===== src/rtl/conv3x3_window_feeder.sv =====
// Line-buffered 3x3 window feeder: streams each window as 9 back-to-back (pixel, weight) pairs.
// Build option: define FEEDER_STRIDE2_EN for stride 2 in both axes (default stride 1).
module conv3x3_window_feeder #(
    parameter int IMG_W  = 8,
    parameter int IMG_H  = 8,
    parameter int DATA_W = 8
) (
    input  logic              clk,
    input  logic              rst,
    input  logic              in_valid,
    input  logic [DATA_W-1:0] in_data,
    output logic              in_ready,
    input  logic              w_we,
    input  logic [3:0]        w_addr,
    input  logic [DATA_W-1:0] w_data,
    output logic [DATA_W-1:0] pe_in,
    output logic [DATA_W-1:0] pe_filter,
    output logic              feed_valid,
    output logic              window_start,
    output logic              window_last,
    output logic              frame_done
);

`ifdef FEEDER_STRIDE2_EN
    localparam int STRIDE = 2;
`else
    localparam int STRIDE = 1;
`endif
    localparam int CW = $clog2(IMG_W);
    localparam int CX = CW + 1;
    localparam int RW = $clog2(IMG_H + 1);

    typedef enum logic [1:0] {FILL, EMIT, DONE} state_t;

    state_t            state_q, state_d;
    logic [CW-1:0]     col_q, col_d;
    logic [CW-1:0]     ocol_q, ocol_d;
    logic [RW-1:0]     row_q, row_d;
    logic [1:0]        rsel_q, rsel_d;
    logic [1:0]        top_q, top_d;
    logic [3:0]        k_q, k_d;
    logic              accept;

    logic [DATA_W-1:0] ring_q [3][IMG_W];
    logic [DATA_W-1:0] w_q [9];

    logic [DATA_W-1:0] pe_in_q, pe_filter_q;
    logic              feed_valid_q, window_start_q, window_last_q, frame_done_q;

    logic              emit_d;
    logic [1:0]        roff, coff, rrow;
    logic [2:0]        rsum;
    logic [CW-1:0]     ccol;
    logic [DATA_W-1:0] pix_sel, wgt_sel;

    assign in_ready = (state_q == FILL) && !rst;

    always_comb begin
        state_d = state_q;
        col_d   = col_q;
        row_d   = row_q;
        rsel_d  = rsel_q;
        top_d   = top_q;
        k_d     = k_q;
        ocol_d  = ocol_q;
        accept  = 1'b0;
        case (state_q)
            FILL: begin
                accept = in_valid;
                if (in_valid) begin
                    if (col_q == CW'(IMG_W - 1)) begin
                        col_d  = '0;
                        row_d  = row_q + 1'b1;
                        rsel_d = (rsel_q == 2'd2) ? 2'd0 : rsel_q + 2'd1;
                        // The ring slot about to be overwritten next holds the window's top row.
                        if (row_q >= RW'(2)) begin
                            if ((STRIDE == 1) || !row_q[0]) begin
                                state_d = EMIT;
                                top_d   = rsel_d;
                                k_d     = '0;
                                ocol_d  = '0;
                            end else if (row_q == RW'(IMG_H - 1)) begin
                                state_d = DONE;
                            end
                        end
                    end else begin
                        col_d = col_q + 1'b1;
                    end
                end
            end
            EMIT: begin
                if (k_q == 4'd8) begin
                    k_d = '0;
                    if ((CX'(ocol_q) + CX'(STRIDE)) > CX'(IMG_W - 3)) begin
                        ocol_d  = '0;
                        state_d = (row_q == RW'(IMG_H)) ? DONE : FILL;
                    end else begin
                        ocol_d = ocol_q + CW'(STRIDE);
                    end
                end else begin
                    k_d = k_q + 4'd1;
                end
            end
            DONE: begin
                state_d = FILL;
                col_d   = '0;
                row_d   = '0;
                rsel_d  = '0;
            end
            default: state_d = FILL;
        endcase
    end

    // Outputs are registered from next-state values so a pair appears in the cycle its k is current.
    always_comb begin
        emit_d  = (state_d == EMIT);
        roff    = 2'(k_d / 4'd3);
        coff    = 2'(k_d % 4'd3);
        rsum    = {1'b0, top_d} + {1'b0, roff};
        rrow    = (rsum >= 3'd3) ? 2'(rsum - 3'd3) : rsum[1:0];
        ccol    = ocol_d + CW'(coff);
        pix_sel = ring_q[rrow][ccol];
        wgt_sel = (k_d <= 4'd8) ? w_q[k_d] : '0;
    end

    always_ff @(posedge clk or posedge rst) begin
        if (rst) begin
            state_q        <= FILL;
            col_q          <= '0;
            ocol_q         <= '0;
            row_q          <= '0;
            rsel_q         <= '0;
            top_q          <= '0;
            k_q            <= '0;
            pe_in_q        <= '0;
            pe_filter_q    <= '0;
            feed_valid_q   <= 1'b0;
            window_start_q <= 1'b0;
            window_last_q  <= 1'b0;
            frame_done_q   <= 1'b0;
            for (int r = 0; r < 3; r++) begin
                for (int c = 0; c < IMG_W; c++) begin
                    ring_q[r][c] <= '0;
                end
            end
            for (int i = 0; i < 9; i++) begin
                w_q[i] <= '0;
            end
        end else begin
            state_q <= state_d;
            col_q   <= col_d;
            ocol_q  <= ocol_d;
            row_q   <= row_d;
            rsel_q  <= rsel_d;
            top_q   <= top_d;
            k_q     <= k_d;
            if (accept) begin
                ring_q[rsel_q][col_q] <= in_data;
            end
            if (w_we && (w_addr <= 4'd8)) begin
                w_q[w_addr] <= w_data;
            end
            pe_in_q        <= emit_d ? pix_sel : '0;
            pe_filter_q    <= emit_d ? wgt_sel : '0;
            feed_valid_q   <= emit_d;
            window_start_q <= emit_d && (k_d == 4'd0);
            window_last_q  <= emit_d && (k_d == 4'd8);
            frame_done_q   <= (state_d == DONE);
        end
    end

    assign pe_in        = pe_in_q;
    assign pe_filter    = pe_filter_q;
    assign feed_valid   = feed_valid_q;
    assign window_start = window_start_q;
    assign window_last  = window_last_q;
    assign frame_done   = frame_done_q;

endmodule


===== config.mk =====
export PLATFORM = sky130hd
export DESIGN_NAME = conv3x3_window_feeder
export DESIGN_NICKNAME = d
export VERILOG_FILES = /design/src/rtl/conv3x3_window_feeder.sv
export SDC_FILE = /design/constraint.sdc
export NUM_CORES = 1
export LEC_CHECK = 0
export BUFFER_PORTS_ARGS = -buffer_cell sky130_fd_sc_hd__buf_2
export CAP_MARGIN = 20
export CORE_ASPECT_RATIO = 0.9
export CORE_MARGIN = 4
export CORE_UTILIZATION = 30
export CTS_BUF_LIST = sky130_fd_sc_hd__clkbuf_16
export CTS_CLUSTER_SIZE = 14
export DETAILED_ROUTE_END_ITERATION = 16
export PLACE_DENSITY = 0.41
export SYNTH_ARGS = -nofsm -noshare
export SYNTH_HDL_FRONTEND = slang
export SYNTH_SLANG_ARGS = --single-unit
export TNS_END_PERCENT = 50

===== constraint.sdc =====
create_clock -name clk -period 18.2 [get_ports clk]
set_input_delay 1.82 -clock clk [delete_from_list [all_inputs] [get_ports clk]]
set_output_delay 1.82 -clock clk [all_outputs]
set_load 0.005 [all_outputs]

==> impl_metrics.yaml <==
sta:
  timing.fmax_mhz: 133
  maxSlewViolCount: 0
  hold_viol_final: 0
  finalCriticalPeriod_ps: 7490
  finalSetupTns_ps: 0
  worst_pin_slew_ps: 989
  setup_slack_ps: 10710
  max_slew_margin: 0.336
  setup_viol_count_final: 0
  fin_crit_sh: 0.412
  grt_setup_unrepaired: "no"
  fin_worst_skew_ps: 25.4
run:
  maxCapViolCount: 0
worst_setup_path:
  criticalPathCategory: "in -> reg"
  cp.arrival_ps: 7880
  crit_required_ps: 18590
  critPathLaunchType: "input port"
  r2r-start: "state_q[0]"
  cp_slowest_cell: "buf_4"
  critPathCapture: "pe_in[6]"
  cpPeakStageDelay_ps: 750
  startpoint: "in_valid"
  rr_endpoint: "pe_in[6]"
  r2r_slack_ps: 11010
  crit_chain: "buf_2 -> nand2_2 -> o21a_1 -> nor2_4 -> inv_2 -> nand2_1 -> ha_1 -> o211ai_1 -> o21ai_0 -> ha_1 -> a2111oi_4 -> inv_1 -> ha_1 -> inv_1 -> fa_1 -> inv_1 -> ha_1 -> nor3b_1 -> a2bb2oi_4 -> buf_4 -> mux4_2 -> mux2i_1 -> a2bb2oi_1 -> o22ai_1"
  cp_common_cell: "ha_1"
  r2r_cells: 22
  cp_max_fo: 62
  cp-end-kind: "flop"
final_layout:
  final_nets: 1225
  regArea_sq_mm: 0.00761
  num_antenna_cells: 0
  fillCellCount: 4621
  syn2layout_area_growth_pct: 14.0
  layout-drive-gt1-share: 0.343
  multi_input_area_sq_mm: 0.00648
yosys:
  synth_fp_nets: 1192
  yosys_register_bits: 304
  seq_area_frac_synth: 0.528
  synth_edf_count: 0
  synth_area_sq_mm: 0.0144
  ys_warn_count: 0
  synth.distinct_cells: 65
  avgSynthCellArea_sq_um: 12.5
  async_flop_share: 1.00
  syn-instance-count: 1152
  ys.flop_type: "dfrtp_1"
routing:
  dr_total_vias: 9339
  wirelength_um: 41300
  wl_per_cell_um: 22.6
  ant_nets: 0
  drt_iter0_markers: 599
  vias_per_cell: 5.11
  dr.pass1.iters: 4
  drc: 0
grt:
  grt_pass1_wl_um: 64200
  grt-ovfl-total: 0
  grt_usage: 0.162
  grt_pass1_vias: 9777
  grt_start_max_net_pins: 118
  antenna_found_initial: 0
die:
  start_util: 0.306
  dieArea_sq_mm: 0.0516
  dieWidth_um: 239
  rows: 75
  die_h_um: 216
  core_area_sq_mm: 0.0470
  io_pins: 45
clock_tree:
  htree_levels: 2
  clockBufferDepth: 3
  numCtsBuffers: 38
  cts_sinks: 304
  cts_setup_buffers: 0
  hold_buffers: 0
  clk_latency_ps: 540
  cts_resized: 0
  path_clk_slew_ps: 60
  cts_tree: "yes"
  cts.root.buffer_cell: "clkbuf_16"
placed_design:
  port_buffers: 44
  dp_slack_ps: 10070
  hpwlAfterDp_um: 26100
  place.gp.congestion: 0.720
run_status:
  run_status: "complete, no violations"
hold_path:
  hold_depth: 1
  hold_path.class: "reg -> reg"
-- metal layers --
layer / part of all wire / wire [um] / global-route usage / vias up
met5: 0 / 0 / 0 / -
met4: 0.023 / 962 / 0.0479 / 0
met3: 0.032 / 1340 / 0.0239 / 50
met2: 0.42 / 17200 / 0.228 / 125
met1: 0.53 / 21700 / 0.254 / 4861
li1: - / - / - / 4303
-- placed cells by master (no fill, tap or decap), types with 6 or more instances in the layout --
| cell | instances |
|---|---|
| clkbuf_16 | 39 |
| mux2_2 | 285 |
| o221ai_1 | 15 |
| a31oi_1 | 10 |
| o21ai_0 | 30 |
| nor2_1 | 19 |
| a21oi_1 | 52 |
| nand3_1 | 11 |
| mux2i_1 | 60 |
| ha_1 | 13 |
| a211o_1 | 13 |
| buf_4 | 18 |
| a211oi_1 | 13 |
| nand2b_1 | 6 |
| nor3_1 | 8 |
| dfrtp_1 | 304 |
| and3_1 | 15 |
| nor3b_1 | 8 |
| inv_1 | 26 |
| nand3b_1 | 8 |
| buf_2 | 44 |
| clkinv_1 | 11 |
| nor2b_1 | 8 |
| o22ai_1 | 24 |
| nand2_1 | 94 |
-- how the worst min path moves through the flow --
stage / from / endpoint
floorplan: w_q[56] / w_q[56]
global placement: ring_q[81] / ring_q[81]
detailed placement: w_q[30] / w_q[30]
CTS: w_q[30] / w_q[30]
global route: w_q[11] / w_q[11]
finish: w_q[56] / w_q[56]
-- metrics by stage --
step / cells / util / hold slack [ps] / instance area [sq um]
floorplan: 1152 / - / 471 / 14400
global route: 1828 / 0.349 / 508 / 16400
global placement: 1758 / 0.325 / 483 / 15300
CTS: 1825 / 0.348 / 501 / 16400
detailed placement: 1758 / 0.325 / 487 / 15300
finish: 1828 / 0.349 / 499 / 16400
-- cells in the mapped netlist, drive strengths merged, types with 3 or more instances --
cell | count | area [sq um]
a211o | 13 | 114
a211oi | 14 | 110
a21oi | 52 | 260
a22o | 5 | 43.8
a31oi | 10 | 62.6
and3 | 15 | 93.8
buf | 17 | 83.8
clkbuf | 54 | 203
dfrtp | 304 | 7610
ha | 14 | 175
inv | 15 | 56.3
mux2 | 287 | 3240
mux2i | 60 | 601
mux4 | 3 | 67.6
nand2 | 95 | 359
nand2b | 6 | 37.5
nand3 | 11 | 55.1
nand3b | 8 | 60.1
nand4 | 4 | 25.0
nor2 | 22 | 92.6
nor2b | 8 | 50.1
nor3 | 8 | 40.0
nor3b | 8 | 60.1
nor4 | 5 | 61.3
o211ai | 5 | 37.5
o21ai | 32 | 160
o221ai | 15 | 131
o22ai | 24 | 150
o31ai | 3 | 22.5
or2 | 3 | 18.8
-- state kept, by name, summed over array words and instances (netlist names) --
signal,flops
ocol_q,3
col_q,3
frame_done,1
ring_q,192
window_start,1
k_q,4
feed_valid,1
state_q,2
row_q,4
w_q,72
top_q,2
pe_in,8
window_last,1
rsel_q,2
pe_filter,8
-- critical path, delay by kind of cell --
kind | cells | cell delay [ps]
multiplexers | 2 | 760
AO/OA/AOI/OAI | 7 | 1060
AND/OR/NAND/NOR | 4 | 1190
adder cells (fa/ha/maj) | 5 | 1550
buffers and inverters | 6 | 1460
-- cell type report --
class | count | share of cell area
sequential | 304 | 0.464
multi-input combinational | 762 | 0.395
clock buffer | 39 | 0.0595
tap | 616 | 0.0470
timing repair buffer | 64 | 0.0240
clock inverter | 28 | 0.00694
inverter | 15 | 0.00389
-- logic make-up (layout without fill, tap and decap cells) --
group                      Yosys count  count (layout)  share of synthesized area
AOI/OAI and AO/OA                  190             190                     0.0881
muxes                              350             350                      0.271
DFF                                304             304                      0.528
and+or+nand+nor                    204             204                     0.0722
xor gates and xnor gates             2               2                    0.00122
buffers and inverters               86             146                     0.0238
adders and majority gates           16              16                     0.0149
Power is not shown: default switching activity piles up to over one toggle a cycle in this logic, so the estimate is an artifact.
